File: src/rtl/param_stream_loader.sv
// Chunk-serial parameter loader: assembles NWORDS x WORD_W words from IN_W-bit chunks,
// checks an XOR checksum and a gap timeout, commits atomically, then pulses start_calc.
module param_stream_loader #(
  parameter int NWORDS  = 2,
  parameter int WORD_W  = 32,
  parameter int IN_W    = 8,
  parameter int TIMEOUT = 255
) (
  input  logic                     clk,
  input  logic                     rst,
  input  logic                     ena,
  input  logic [IN_W-1:0]          in_data,
  input  logic                     in_valid,
  input  logic                     in_sof,
  input  logic                     core_busy,
  output logic                     in_ready,
  output logic [NWORDS*WORD_W-1:0] words,
  output logic                     start_calc,
  output logic                     busy,
  output logic                     frame_err
);

  localparam int BPW   = WORD_W / IN_W;
  localparam int TOTAL = NWORDS * BPW;
  localparam int CW    = $clog2(TOTAL + 1);
  localparam int TW    = $clog2(TIMEOUT + 1);
  localparam int DW    = NWORDS * WORD_W;

  typedef enum logic [1:0] {S_IDLE, S_LOAD, S_ARM} state_t;

  state_t          state, state_n;
  logic [CW-1:0]   cnt;
  logic [TW-1:0]   tmo;
  logic [IN_W-1:0] acc;
  logic [DW-1:0]   shadow, words_q;
  logic            start_q, err_q;
  logic            sof_acc, data_acc, chk_good, chk_bad, tmo_inc, tmo_hit, fire;

  always_ff @(posedge clk) begin
    if (rst)      state <= S_IDLE;
    else if (ena) state <= state_n;
  end

  always_comb begin
    state_n  = state;
    sof_acc  = 1'b0;
    data_acc = 1'b0;
    chk_good = 1'b0;
    chk_bad  = 1'b0;
    tmo_inc  = 1'b0;
    tmo_hit  = 1'b0;
    fire     = 1'b0;
    case (state)
      S_IDLE: begin
        if (ena && in_valid && in_sof) begin
          sof_acc = 1'b1;
          state_n = S_LOAD;
        end
      end
      S_LOAD: begin
        if (ena) begin
          if (in_valid) begin
            // sof takes priority, so a sof arriving at cnt==TOTAL restarts instead of checking
            if (in_sof) begin
              sof_acc = 1'b1;
            end else if (cnt < CW'(TOTAL)) begin
              data_acc = 1'b1;
            end else if (in_data == acc) begin
              chk_good = 1'b1;
              state_n  = S_ARM;
            end else begin
              chk_bad = 1'b1;
              state_n = S_IDLE;
            end
          end else if (tmo == TW'(TIMEOUT - 1)) begin
            tmo_hit = 1'b1;
            state_n = S_IDLE;
          end else begin
            tmo_inc = 1'b1;
          end
        end
      end
      S_ARM: begin
        if (ena && !core_busy) begin
          fire    = 1'b1;
          state_n = S_IDLE;
        end
      end
      default: state_n = S_IDLE;
    endcase
  end

  always_comb begin
    in_ready   = (state == S_IDLE) || (state == S_LOAD);
    busy       = (state != S_IDLE);
    words      = words_q;
    start_calc = start_q & ena;
    frame_err  = err_q;
  end

  always_ff @(posedge clk) begin
    if (rst) begin
      cnt     <= '0;
      tmo     <= '0;
      acc     <= '0;
      shadow  <= '0;
      words_q <= '0;
      start_q <= 1'b0;
      err_q   <= 1'b0;
    end else if (!ena) begin
      start_q <= 1'b0;
    end else begin
      start_q <= fire;
      if (sof_acc) begin
        shadow[(BPW-1)*IN_W +: IN_W] <= in_data;
        acc   <= in_data;
        cnt   <= CW'(1);
        tmo   <= '0;
        err_q <= 1'b0;
      end else if (data_acc) begin
        // chunk p lands in word p/BPW, most significant chunk first
        for (int unsigned p = 0; p < TOTAL; p++) begin
          if (cnt == CW'(p))
            shadow[(p/BPW)*WORD_W + (BPW-1-(p%BPW))*IN_W +: IN_W] <= in_data;
        end
        acc <= acc ^ in_data;
        cnt <= cnt + CW'(1);
        tmo <= '0;
      end else if (tmo_inc) begin
        tmo <= tmo + TW'(1);
      end
      if (chk_good) words_q <= shadow;
      if (chk_bad || tmo_hit) err_q <= 1'b1;
      if (chk_good || chk_bad || tmo_hit) begin
        cnt <= '0;
        tmo <= '0;
      end
    end
  end

endmodule

File: config.mk
export PLATFORM = sky130hd
export DESIGN_NAME = param_stream_loader
export DESIGN_NICKNAME = d
export VERILOG_FILES = /design/src/rtl/param_stream_loader.sv
export SDC_FILE = /design/constraint.sdc
export NUM_CORES = 1
export LEC_CHECK = 0
export CORE_MARGIN = 2
export CORE_UTILIZATION = 65
export DETAILED_ROUTE_END_ITERATION = 7
export DONT_BUFFER_PORTS = 1
export GPL_ROUTABILITY_DRIVEN = 1
export PLACE_DENSITY = 0.81
export SLEW_MARGIN = 10
export SYNTH_ARGS = -nofsm -noshare
export SYNTH_HDL_FRONTEND = slang
export SYNTH_SLANG_ARGS = --single-unit
File: constraint.sdc
create_clock -name clk -period 3.3 [get_ports clk]
set_input_delay 0.33 -clock clk [delete_from_list [all_inputs] [get_ports clk]]
set_output_delay 0.33 -clock clk [all_outputs]
set_load 0.01 [all_outputs]
==> results.tsv <==
metric	value	unit
run_status	finished, final reports clean	
yosys_warnings	0	
worstSetupStartpointType	flop	
power.density	513.2	nW/µm²
via_per_inst	5.856	
netlist_instances	699	
area_growth	8.843	%
dp.cells	783	
regArea	3043	µm²
syn_area_per_cell	9.696	µm²
critPathMaxFanout	16	
cts_buffer_depth	2	
final_layout_size_suffix_gt1_share	6.628	%
fin_crit	2.639	ns
vdd_ir_drop_max	0.2916	mV
synth_area	6778	µm²
critPathKind	flop to flop	
yosysMostFrequentCell	dfxtp_1	
firstDrtPassIters	5	
timing.fmax	0.3789	GHz
ys_types	50	
cts_buffers	17	
root_buffer	clkbuf_8	
cp_top_family	simple AND/OR/NAND/NOR gates	
maxSlewHeadroom	51.76	%
yosysTopAreaCell	dfxtp_1	
grt_max_degree	144	
cts.clk_slew.worst_paths	0.07	ns
wirelength	14.86	mm
synth_seq_area_share	44.90	%
skew	0.009075	ns
yosys-top-cells-count	dfxtp_1, nand2b_1, mux2i_1	
globalplace.congestion	0.8614	
setup_viol	0	
multi_input_area	3371	µm²
drtIter0Drc	364	
clock_latency	0.53	ns
synth_fp_nets	719	
post-route-period-util	79.98	%
worst_pin_slew	0.7215	ns
antenna_found_initial	0	
fin_setup_tns	0	ns
fin_cells	831	
grt_pass1_vias	4839	
die_w	106.1	µm
drc_errors	0	
n_fill_cell	736	
path_cells	nor2_2 -> nand4b_1 -> mux2i_1 -> nor2_1 -> dlygate4sd3_1	
crit_buf_inv	1	
drv_slew	0	
post_cts_buffers	0	
finalHoldViolCount	0	
cp_data_required_time	3.72	ns
cts_tree	yes	
p_leak	2.823	nW
synthTopCellsByArea	dfxtp_1, mux2i_1, nand2b_1	
maxCapViolCount	0	
ant_nets	0	
cts.sinks	152	
crit_path_top_delay_cell	nand4b_1	
wire_per_inst	17.89	µm
io_pins	82	
place_hpwl	8.393	mm
hold_class	primary input to flop	
initial_utilization	66.25	%
slowest_delay	0.61	ns
die_area	11260	µm²
num_vias	4866	
grt_pass1_wl	24.01	mm
core	10230	µm²
synth_edf_count	0	
grt_overflow	0	
ctsResizeCount	0	
crit_arrival	3.06	ns
synth.top_cell.area_share	44.90	%
synth.ff_latch_count	152	
grt_use_total	27.16	%
ys_async_sr_fraction	0	%
cts.htree.levels	4	
rsz0062_at_grt	no	
port_buffers	0	
die_h	106.1	µm
final_nets	701	
synthFlopType	dfxtp_1	
rows	37	
end_kind	flop	
per-layer routing:
metal	up-vias	track usage [%]	routed length, µm
met3	29	9.381	1259
met2	167	44.73	7093
met5	-	0	0
li1	2335	-	-
met4	0	7.989	283
met1	2335	33.71	6227
through the flow:
stage | hold WS, ns | setup slack [ns] | cell area (µm²) | util, % | power, mW
2_1_floorplan | 0.4067 | 1.675 | 6778 | - | 2.000
5_1_grt | 0.001497 | 0.4816 | 7375 | 72.08 | 3.906
6_report | 0.01894 | 0.6608 | 7377 | 72.10 | 3.786
3_5_place_dp | 0.4097 | 1.122 | 6648 | 64.97 | 1.970
3_3_place_gp | 0.4097 | 1.246 | 6648 | 64.97 | 1.967
4_1_cts | 0.0002279 | 0.6900 | 7365 | 71.98 | 3.799
final timing paths:
path              startpoint    endpoint  slack (ns)  cells past startpoint
setup / recovery    state[1]  shadow[18]        0.66                      5
hold / removal           rst    words[8]        0.02                      2
setup reg to reg    state[1]  shadow[18]        0.66                      5
hold reg to reg   shadow[25]  shadow[25]        0.47                      2
cells by family (layout without fill, tap and decap cells):
| logic type | Yosys count | after routing | synth area share [%] |
|---|---|---|---|
| AOI/OAI and AO/OA | 55 | 55 | 4.985 |
| other | 0 | 1 | 0 |
| buffers and inverters | 65 | 60 | 5.464 |
| adders and majority gates | 6 | 6 | 1.108 |
| and+or+nand+nor | 287 | 287 | 24.02 |
| xor gates and xnor gates | 14 | 14 | 1.809 |
| DFF | 152 | 152 | 44.90 |
| muxes | 120 | 120 | 17.72 |
report_power, final:
| group | switching [mW] | internal (mW) |
|---|---|---|
| logic | 0.0897 | 0.0618 |
| clock network | 0.830 | 0.955 |
| registers | 0.00821 | 1.84 |
area by class of cell:
cell class / count / share of cell area, %
clock inverter: 15 / 1.832
timing repair buffer: 19 / 2.815
clock buffer: 17 / 5.614
antenna: 1 / 0.03392
sequential: 152 / 41.25
multi-input combinational: 482 / 45.69
inverter: 9 / 0.4579
tap: 136 / 2.307
state kept, by name (all words and copies together) (netlist names):
| signal | flops |
|---|---|
| acc | 8 |
| cnt | 4 |
| frame_err | 1 |
| shadow | 64 |
| start_q | 1 |
| state | 2 |
| tmo | 8 |
| words | 64 |
worst register-to-register path, cell delays in order (launching register included):
cell	delay, ns
dfxtp_1	0.40
nor2_2	0.58
nand4b_1	0.61
mux2i_1	0.32
nor2_1	0.05
dlygate4sd3_1	0.57
cell usage in the layout (no fill, tap or decap), types with 12 or more instances in the layout:
cell type | synthesis | layout
dlygate4sd3_1 | 0 | 13
a21oi_1 | 24 | 24
nor2_1 | 67 | 67
dfxtp_1 | 152 | 152
nand2_1 | 12 | 12
xnor2_1 | 13 | 13
mux2i_1 | 120 | 120
clkbuf_16 | 0 | 16
nand3_1 | 32 | 32
nand2b_1 | 130 | 130
repair_timing:
item / in CTS / in global routing
hold buffers: 14 / 1
hold endpoints to repair: 120 / 4
endpoints found under the setup margin: 0 / 0
(Power assumes the default switching activity.)
